## src/rtl/exc_pipe_chain_pkg.sv

```systemverilog
// Shared exception-code definitions for the exception pipeline chain.
// Every exception code used by exc_pipe_chain and exc_prio_sel comes from here.
package exc_pipe_chain_pkg;

  typedef enum logic [4:0] {
    EXC_INT     = 5'd0,
    EXC_ADEL    = 5'd4,
    EXC_ADES    = 5'd5,
    EXC_SYSCALL = 5'd8,
    EXC_BP      = 5'd9,
    EXC_RI      = 5'd10,
    EXC_OV      = 5'd12,
    EXC_NONE    = 5'd31
  } exc_code_e;

endpackage

```

## src/rtl/exc_pipe_chain_if.sv

```systemverilog
// Bus bundle for exc_pipe_chain.
//   master : driver side (pipeline/CP0 model) - drives sources, stall, flush, ack
//   slave  : exc_pipe_chain side - drives exc_req, exc_code, flush_out, stage_code
interface exc_pipe_chain_if #(
  parameter int STAGES = 4,
  parameter int SRCS   = 4,
  parameter int CODE_W = 5
);
  logic [CODE_W-1:0]             exc_in_f;
  logic [STAGES*SRCS-1:0]        src_valid;
  logic [STAGES*SRCS*CODE_W-1:0] src_code;
  logic [STAGES-1:0]             stall;
  logic                          int_req;
  logic                          flush_in;
  logic                          exc_ack;
  logic                          exc_req;
  logic [CODE_W-1:0]             exc_code;
  logic                          flush_out;
  logic [STAGES*CODE_W-1:0]      stage_code;

  modport master (
    output exc_in_f, src_valid, src_code, stall, int_req, flush_in, exc_ack,
    input  exc_req, exc_code, flush_out, stage_code
  );

  modport slave (
    input  exc_in_f, src_valid, src_code, stall, int_req, flush_in, exc_ack,
    output exc_req, exc_code, flush_out, stage_code
  );
endinterface

```

## src/rtl/exc_pipe_chain_prio_sel.sv

```systemverilog
// exc_prio_sel: fixed-priority pick among SRCS exception sources of one stage.
//   valid : per-source raise flags, index 0 highest priority
//   codes : per-source codes, source k at [k*CODE_W +: CODE_W]
//   code  : code of the lowest-index valid source, EXC_NONE if none raised
module exc_prio_sel
  import exc_pipe_chain_pkg::*;
#(
  parameter int SRCS   = 4,
  parameter int CODE_W = 5
) (
  input  logic [SRCS-1:0]        valid,
  input  logic [SRCS*CODE_W-1:0] codes,
  output logic [CODE_W-1:0]      code
);
  logic found;

  always_comb begin
    code  = CODE_W'(EXC_NONE);
    found = 1'b0;
    for (int unsigned k = 0; k < SRCS; k++) begin
      if (valid[k] && !found) begin
        code  = codes[k*CODE_W +: CODE_W];
        found = 1'b1;
      end
    end
  end
endmodule

```

## src/rtl/exc_pipe_chain.sv

```systemverilog
// exc_pipe_chain: carries exception codes down the pipeline and raises a
// single pending exception to CP0 at the commit stage.
//   clk   : clock
//   reset : synchronous, active-high
//   bus   : slave side of exc_pipe_chain_if
//     exc_in_f/src_valid/src_code : code from F and per-stage source raises
//     stall/flush_in              : per-stage hold, global clear
//     int_req/exc_ack             : interrupt at commit, CP0 accept
//     exc_req/exc_code/flush_out  : pending exception, one-cycle kill pulse
//     stage_code                  : merged code per stage
module exc_pipe_chain
  import exc_pipe_chain_pkg::*;
#(
  parameter int STAGES = 4,
  parameter int SRCS   = 4,
  parameter int CODE_W = 5
) (
  input logic             clk,
  input logic             reset,
  exc_pipe_chain_if.slave bus
);
  localparam logic [CODE_W-1:0] NO_EXC = CODE_W'(EXC_NONE);
  localparam logic [CODE_W-1:0] INT    = CODE_W'(EXC_INT);

  logic [CODE_W-1:0] q      [STAGES];
  logic [CODE_W-1:0] sel    [STAGES];
  logic [CODE_W-1:0] merged [STAGES];
  logic              req_q;
  logic [CODE_W-1:0] code_q;
  logic              flush_q;
  logic              commit;

  for (genvar g = 0; g < STAGES; g++) begin : g_stage
    exc_prio_sel #(.SRCS(SRCS), .CODE_W(CODE_W)) u_sel (
      .valid (bus.src_valid[g*SRCS +: SRCS]),
      .codes (bus.src_code[g*SRCS*CODE_W +: SRCS*CODE_W]),
      .code  (sel[g])
    );
    // Held code beats any new source; everything reads as empty while a
    // request is pending so later raises cannot leak onto stage_code.
    assign merged[g] = req_q           ? NO_EXC :
                       (q[g] != NO_EXC) ? q[g]   : sel[g];
    assign bus.stage_code[g*CODE_W +: CODE_W] = merged[g];
  end

  assign commit = !req_q && ((merged[STAGES-1] != NO_EXC) || bus.int_req);

  always_ff @(posedge clk) begin
    if (reset) begin
      for (int unsigned s = 0; s < STAGES; s++) q[s] <= NO_EXC;
      req_q   <= 1'b0;
      code_q  <= NO_EXC;
      flush_q <= 1'b0;
    end else begin
      flush_q <= commit;
      if (req_q) begin
        if (bus.exc_ack) begin
          req_q  <= 1'b0;
          code_q <= NO_EXC;
        end
      end else if (commit) begin
        req_q  <= 1'b1;
        code_q <= bus.int_req ? INT : merged[STAGES-1];
      end
      // The commit cycle itself clears the stages, so nothing survives into
      // the pending window to re-raise after the ack.
      if (bus.flush_in || req_q || commit) begin
        for (int unsigned s = 0; s < STAGES; s++) q[s] <= NO_EXC;
      end else begin
        if (!bus.stall[0]) q[0] <= bus.exc_in_f;
        for (int unsigned s = 1; s < STAGES; s++) begin
          if (!bus.stall[s]) q[s] <= bus.stall[s-1] ? NO_EXC : merged[s-1];
        end
      end
    end
  end

  assign bus.exc_req   = req_q;
  assign bus.exc_code  = code_q;
  assign bus.flush_out = flush_q;
endmodule

```

## src/flat_wrapper.sv

```systemverilog
// flat-port wrapper written by rule: the top's interface ports become plain ports
module exc_pipe_chain_flat import exc_pipe_chain_pkg::*;
#(
  parameter int STAGES = 4,
  parameter int SRCS   = 4,
  parameter int CODE_W = 5
)
  (clk, reset, bus_exc_in_f, bus_src_valid, bus_src_code, bus_stall, bus_int_req, bus_flush_in, bus_exc_ack, bus_exc_req, bus_exc_code, bus_flush_out, bus_stage_code);
  exc_pipe_chain_if #(.STAGES(STAGES), .SRCS(SRCS), .CODE_W(CODE_W)) bus_i ();
  input logic clk;
  input logic reset;
  input wire logic [$bits(bus_i.exc_in_f)-1:0] bus_exc_in_f;
  input wire logic [$bits(bus_i.src_valid)-1:0] bus_src_valid;
  input wire logic [$bits(bus_i.src_code)-1:0] bus_src_code;
  input wire logic [$bits(bus_i.stall)-1:0] bus_stall;
  input wire logic [$bits(bus_i.int_req)-1:0] bus_int_req;
  input wire logic [$bits(bus_i.flush_in)-1:0] bus_flush_in;
  input wire logic [$bits(bus_i.exc_ack)-1:0] bus_exc_ack;
  output wire logic [$bits(bus_i.exc_req)-1:0] bus_exc_req;
  output wire logic [$bits(bus_i.exc_code)-1:0] bus_exc_code;
  output wire logic [$bits(bus_i.flush_out)-1:0] bus_flush_out;
  output wire logic [$bits(bus_i.stage_code)-1:0] bus_stage_code;
  assign bus_i.exc_in_f = bus_exc_in_f;
  assign bus_i.src_valid = bus_src_valid;
  assign bus_i.src_code = bus_src_code;
  assign bus_i.stall = bus_stall;
  assign bus_i.int_req = bus_int_req;
  assign bus_i.flush_in = bus_flush_in;
  assign bus_i.exc_ack = bus_exc_ack;
  assign bus_exc_req = bus_i.exc_req;
  assign bus_exc_code = bus_i.exc_code;
  assign bus_flush_out = bus_i.flush_out;
  assign bus_stage_code = bus_i.stage_code;
  exc_pipe_chain #(.STAGES(STAGES), .SRCS(SRCS), .CODE_W(CODE_W)) u_core (.clk(clk), .reset(reset), .bus(bus_i));
endmodule
```

## config.mk

```make
export PLATFORM = sky130hd
export DESIGN_NAME = exc_pipe_chain_flat
export DESIGN_NICKNAME = d
export VERILOG_FILES = /design/src/rtl/exc_pipe_chain_pkg.sv /design/src/rtl/exc_pipe_chain_if.sv /design/src/rtl/exc_pipe_chain_prio_sel.sv /design/src/rtl/exc_pipe_chain.sv /design/src/flat_wrapper.sv
export SDC_FILE = /design/constraint.sdc
export NUM_CORES = 1
export LEC_CHECK = 0
export ABC_AREA = 0
export CORE_MARGIN = 10
export CORE_UTILIZATION = 39
export DETAILED_ROUTE_END_ITERATION = 16
export GPL_ROUTABILITY_DRIVEN = 0
export MAX_ROUTING_LAYER = met4
export PLACE_DENSITY_LB_ADDON = 0.1
export REMOVE_ABC_BUFFERS = 1
export SYNTH_ARGS = -nofsm -noshare
export SYNTH_HDL_FRONTEND = slang
export SYNTH_HIERARCHICAL = 1
export SYNTH_SLANG_ARGS = --single-unit
```

## constraint.sdc

```tcl
create_clock -name clk -period 3.6 [get_ports clk]
set_input_delay 0.72 -clock clk [delete_from_list [all_inputs] [get_ports clk]]
set_output_delay 0.72 -clock clk [all_outputs]
set_load 0.005 [all_outputs]
```

Word level (Yosys, flattened, before mapping). Memory sizes are Yosys's and may differ from the RTL's. Index checks and enable logic that the tools add are counted.

Flip-flop bits (word level): 7. Output and inout bits: 27. Input port bits: 110. Memories kept: 1. Bits in writable memories: 20.

Eq/ne operators: 6. Bitwise logic cells: 8. Reductions and logical operators: 31. Multiplexer cells: 75.

Memory list: u_core.q (depth 4, width 5, read ports 4, clocked after Yosys merged registers in 0, write ports 4, line exc_pipe_chain.sv:25) `logic [CODE_W-1:0] q [STAGES];`.

Operators with widths (count): $mux W5 (39); $mux W1 (36); $ne A5 B5 Y1 const B (5); $logic_and A1 B1 Y1 (13); $logic_not A1 Y1 (13); $or A1 B1 Y1 (8); $logic_or A1 B1 Y1 (3); $ne A2 B2 Y1 const B (1); $reduce_and A2 Y1 (1); $reduce_bool A2 Y1 (1).

Logic depth before layout (Yosys ltp). Gate-level depths: netlist (run 1).

Depth in word-level cells: 21. Gate-level depth with buffers: 9. Gate-level depth less buffers: 7.

By module. The synthesis (run 1) kept the hierarchy.

Modules (own cells, without submodules): exc_pipe_chain (cells each 160, sequential area each 690.7 sq um, area an instance 1531.5 sq um, times used 1); exc_prio_sel (cells each 28, sequential area each 0.0 sq um, area an instance 205.2 sq um, times used 4).

Least setup slack after synthesis (run 1). No wires, ideal clock.

Path type: in2reg. Start point: in bus_src_valid[13]. End point: mem u_core.q[1][4] (data pin). Buffers on the path: 1. Setup slack: 0.860 ns. Setup time: 0.272 ns. Cell stages on the path: 7. Arrival time: 2.468 ns. Path through: buf_2 o31a_1 o21ai_2 and2_1 o221ai_1 or3_4 or4_1.

RTL lines: from (decl) (line flat_wrapper.sv:13) `input wire logic [$bits(bus_i.src_valid)-1:0] bus_src_valid;`; to (decl) (line exc_pipe_chain.sv:25).

==> flow_summary.yaml, run 1 <==
synth:
  synth_cells: 272
  yosysWarnings: 6
  ys_seq_area_frac: 0.294
  synth_edf_count: 15
  synth_ff_type: "edfxtp_1"
  synth_area_leaders: "edfxtp_1 19%, dfxtp_1 10%, nor2b_1 5.6%, a22oi_1 5.1%, a21o_1 4.5%"
  async_reset_ff_frac: 0
  synth_top_area_frac: 0.191
  synth_top_area_cell: "edfxtp_1"
  syn_avg_cell_area_um2: 8.65
  yosys.cell_types.count: 41
  syn-cell-area_um2: 2350
  yosys_register_bits: 27
  yosysMostFrequentCell: "nor2b_1"
  synth_common_cells: "21 x nor2b_1, 18 x nor2_1, 16 x a22oi_1, 16 x nand2_1, 15 x edfxtp_1"
power_and_ir_drop:
  sequentialPowerShare: 0.381
  swShare: 0.270
  p_int_mw: 0.655
  clkPwrFrac: 0.197
  power_density_nw_per_um2: 223
  p_comb_frac: 0.422
  p_leak_nw: 1.55
  ir_drop_uv: 145
  power.switching_mw: 0.242
  power_mw: 0.897
layout:
  final_cell_count_no_fill: 499
  drive_above_1_share: 0.130
  fill_cells: 503
  syn_to_final_growth_pct: 71.0
  n_antenna_cell: 0
  finalNetCount: 535
route:
  drtIter0Drc: 196
  dr.pass1.iters: 4
  drt-total-wl_um: 8490
  ant_nets: 0
  wl_per_cell_um: 17.0
  vias: 2773
  drc_errors: 0
  vias_per_cell: 5.56
clocking:
  cts_buffers: 3
  clock-root-buffer: "clkbuf_8"
  cts.sinks: 27
  cts_tree: "built"
  clockBufferDepth: 2
  htreeDepth: 1
  clk_pin_slew_ps: 90
  clk_latency_ps: 270
floorplanning:
  pin_count: 137
  fp.dieH_um: 97.7
  row_count: 28
  initial_utilization: 0.400
  die_area_um2: 9540
  coreArea_um2: 5890
  dieWidth_um: 97.7
global_routing:
  track_usage: 0.177
  grt_pass1_vias: 2888
  grt-ovfl-total: 0
  grt_pass1_wl_um: 14100
  antenna_found_initial: 0
  grt_max_degree: 35
run_status:
  status: "finished, final reports clean"
timing:
  finalCritPeriodShare: 0.975
  fin_skew_ps: 3.48
  hold_ws_ps: 469
  worst_slew_pin_slew_ps: 1090
  finalSetupViolations: 0
  fmax_mhz: 285
  max_slew_margin: 0.275
  timing_hold_violations_final: 0
  period_minus_slack_ps: 3510
  drv_slew: 0
  rsz0062_at_grt: "false"
worst_setup_path:
  r2r_slack_ps: 930
  crit_type: "input port to output port"
  r2r-start: "u_core/bus.exc_req"
  critical_path_arrival_ps: 2790
  cp.required_ps: 2880
  setup.worst_path.start: "bus_src_valid[7]"
  r2r_end: "u_core/q[3][4]"
  end_kind: "output port"
  crit_path_start_kind: "input port"
  reg2reg_depth: 4
  cp_max_fo: 4
worst_hold_path:
  hold_path.class: "register to register"
  whs_path_depth: 2
  min_from: "u_core/bus.exc_code[3]"
  hold_end: "u_core/bus.exc_code[3]"
flow_run:
  drv_cap: 0
placed_design:
  place_hpwl_um: 7110
  port_buffers: 136
  place_inst: 491
final cells by class:
class	count	area, µm²	area share
multi-input cells	228	1600	0.398
repair buffers	161	1570	0.391
flip-flops and latches	27	691	0.172
well taps	75	93.8	0.0233
clock buffers	3	41.3	0.0103
inverters	4	15.0	0.00373
clock inverters	1	5.00	0.00124
layout by cell type, fill, tap and decap left out, types with 9 or more instances in the layout:
cell	n
dfxtp_1	12
a22oi_1	15
a21o_1	14
nand2b_1	10
nor2_1	16
o31ai_1	12
edfxtp_1	15
buf_4	23
nand2_1	16
nand3b_1	14
clkdlybuf4s50_1	123
nor2b_1	21
dlymetal6s2s_1	9
a211oi_1	12
timing repair:
item,4_1_cts,5_1_grt
hold buffers,0,0
pin swaps,0,2
resized for setup,4,15
buffers inserted,0,4
setup endpoints to repair,4,14
critical path, stage by stage:
cell and delay (ps):
clkdlybuf4s50_1 500, nor2_1 100, a211oi_1 260, o31ai_1 90
or3b_2 480, a21o_1 190, clkdlybuf4s50_1 440
worst max-delay path by stage:
stage,endpoint,cells past startpoint
floorplan,u_core/q[0][0],7
global placement,bus_stage_code[1],8
detailed placement,bus_stage_code[1],8
CTS,bus_stage_code[16],8
global route,bus_stage_code[7],8
finish,bus_stage_code[7],7
through the flow:
| step | utilization | setup TNS [ps] | setup WS [ps] | area [µm²] |
|---|---|---|---|---|
| final | 0.683 | 0 | 91.2 | 4020 |
| after floorplan | - | 0 | 549 | 2290 |
| after global placement | 0.663 | -26.6 | -26.6 | 3910 |
| after detailed placement | 0.663 | -132 | -63.2 | 3910 |
| after global routing | 0.683 | 0 | 5.60 | 4020 |
| after CTS | 0.670 | 0 | 8.95 | 3950 |
power by group through the flow:
stage | combinational, mW | sequential, mW | clock (mW)
final | 0.378 | 0.342 | 0.177
after floorplan | 0.126 | 0.346 | 0
after CTS | 0.377 | 0.342 | 0.177
after detailed placement | 0.377 | 0.349 | 0
after global routing | 0.411 | 0.344 | 0.190
after global placement | 0.373 | 0.348 | 0
per-layer routing:
| metal | part of all wire | global-route usage | vias to the layer above |
|---|---|---|---|
| li1 | - | - | 1388 |
| met1 | 0.47 | 0.230 | 1258 |
| met2 | 0.48 | 0.286 | 119 |
| met3 | 0.037 | 0.0220 | 8 |
| met4 | 0.0095 | 0.0358 | 0 |
| met5 | 0 | - | - |
cells by family after synthesis:
logic type / share of synthesized area
compound gates: 0.319
buf+inv: 0.0319
flops: 0.294
simple gates: 0.356
state kept, by name (all words and copies together), names as in the netlist:
| name | cells |
|---|---|
| u_core/q | 20 |
| u_core/bus.flush_out | 1 |
| u_core/bus.exc_req | 1 |
| u_core/bus.exc_code | 5 |
No activity file was read; power rests on OpenSTA's default activity.
==> run 2, diff against run 1 <==
Settings changed: CAP_MARGIN from default to 20.
==> run 2 against run 1 <==
- critical path depth increased by 1
- die area unchanged
- sequential share of layout area decreased by 0.13 points
- largest power group unchanged
==> flow_summary.yaml, run 2 (synthesis gave the netlist of run 1 again) <==
route:
  drt-total-wl_um: 8620
  vias_per_cell: 5.52
  drc_errors: 0
  ant_nets: 0
  wl_per_cell_um: 17.2
  dr.pass1.iters: 4
  vias: 2768
  drtIter0Drc: 182
worst_setup_path:
  crit_type: "input port to output port"
  max_stage_delay_ps: 510
  cp.depth: 8
  crit_path_frequent_cell: "clkdlybuf4s50_1"
  path_cells: "clkdlybuf4s50_1, buf_6, nor4b_4, a22oi_1, o31ai_1, or3b_2, a21o_1, clkdlybuf4s50_1"
  r2r-start: "u_core/bus.exc_req"
  critPathBufInv: 3
  cp.required_ps: 2880
  crit_family: "buffers and inverters"
  crit_path_start_kind: "input port"
  r2r_end: "u_core/q[3][4]"
  reg2reg_depth: 4
  cp_max_fo: 8
  end_kind: "output port"
  critical_path_arrival_ps: 2800
  r2r_slack_ps: 1320
  crit_slowest_cell: "clkdlybuf4s50_1"
timing:
  drv_slew: 0
  worst_slew_pin_slew_ps: 557
  finalSetupViolations: 0
  fmax_mhz: 284
  period_minus_slack_ps: 3520
  max_slew_margin: 0.623
  fin_setup_tns_ps: 0
  timing_hold_violations_final: 0
  fin_skew_ps: 3.48
  finalCritPeriodShare: 0.977
worst_hold_path:
  hold_path.class: "register to register"
  whs_path_depth: 2
  min_from: "u_core/bus.exc_code[3]"
  hold_end: "u_core/bus.exc_code[3]"
power_and_ir_drop:
  ir_drop_uv: 143
  power_mw: 0.900
  p_leak_nw: 1.56
  power_density_nw_per_um2: 222
global_routing:
  track_usage: 0.177
  grt_max_degree: 35
  grt_pass1_wl_um: 14100
  antenna_found_initial: 0
  grt-ovfl-total: 0
  grt_pass1_vias: 2888
floorplanning:
  initial_utilization: 0.400
  row_count: 28
  coreArea_um2: 5890
  fp.dieH_um: 97.7
  dieWidth_um: 97.7
  die_area_um2: 9540
  pin_count: 137
clocking:
  clockBufferDepth: 2
  clock-root-buffer: "clkbuf_8"
  ctsHoldBuffers: 0
  clk_pin_slew_ps: 90
  htreeDepth: 1
  cts.sinks: 27
  cts_tree: "built"
  cts_buffers: 3
  clk_latency_ps: 270
layout:
  final_common_cell: "clkdlybuf4s50_1"
  syn_to_final_growth_pct: 72.2
  n_antenna_cell: 0
  multi_input_area_um2: 1610
  finalNetCount: 537
  registers.top_by_ff_count: "u_core/q"
  seqCellArea_um2: 691
  drive_above_1_share: 0.136
  final_cell_mix: "124 x clkdlybuf4s50_1, 24 x buf_4, 21 x nor2b_1"
  fill_cells: 496
  largest_reg_flops: 20
flow_run:
  drv_cap: 0
placed_design:
  port_buffers: 136
  place_hpwl_um: 7110
run_status:
  status: "finished, final reports clean"
[run 2: through the flow]
| step | std cells | hold slack (ps) | util | setup WS [ps] | cell area (µm²) |
|---|---|---|---|---|---|
| final | 501 | 470 | 0.688 | 83.9 | 4050 |
| after global routing | 501 | 493 | 0.688 | -8.70 | 4050 |
| after CTS | 495 | 471 | 0.670 | 8.95 | 3950 |
| after detailed placement | 491 | 457 | 0.663 | -63.2 | 3910 |
| after global placement | 491 | 449 | 0.663 | -26.6 | 3910 |
| after floorplan | 259 | 449 | - | 549 | 2290 |
[run 2: worst max-delay path by stage]
| stage | to | slack (ps) | startpoint |
|---|---|---|---|
| final | bus_stage_code[7] | 80 | bus_src_valid[4] |
| after global routing | bus_stage_code[7] | -9 | bus_src_valid[4] |
| after CTS | bus_stage_code[16] | 9 | bus_src_valid[13] |
| after detailed placement | bus_stage_code[1] | -60 | bus_src_valid[0] |
| after global placement | bus_stage_code[1] | -30 | bus_src_valid[0] |
| after floorplan | u_core/q[0][0] | 550 | bus_src_valid[12] |
[run 2: worst min-delay path: stages (launching register included)]
cell	delay, ps
dfxtp_1	330
inv_1	50
a21oi_1	50
[run 2: routing by layer]
| layer | vias to the layer above | part of all wire | global-route usage |
|---|---|---|---|
| met5 | - | 0 | - |
| met4 | 0 | 0.0074 | 0.0358 |
| met3 | 6 | 0.031 | 0.0220 |
| met2 | 105 | 0.49 | 0.286 |
| met1 | 1268 | 0.47 | 0.230 |
| li1 | 1389 | - | - |
[run 2: power by group]
group,leakage (nW),internal [mW],switching (mW)
logic,1.32,0.252,0.137
registers,0.219,0.329,0.00818
clock network,0.0255,0.0775,0.0961
[run 2: layout make-up]
class,instances,share of cell area
Sequential cell,27,0.170
Inverter,4,0.00371
Tap cell,75,0.0232
Timing Repair Buffer,163,0.393
Clock buffer,3,0.0102
Clock inverter,1,0.00124
Multi-Input combinational cell,228,0.398
[run 2: what timing repair did]
| item | 4_1_cts | 5_1_grt |
|---|---|---|
| endpoints found under the hold margin | 0 | 0 |
| pin swaps | 0 | 2 |
| setup endpoints to repair | 4 | 14 |
| resized for setup | 4 | 16 |
| setup buffers | 0 | 5 |
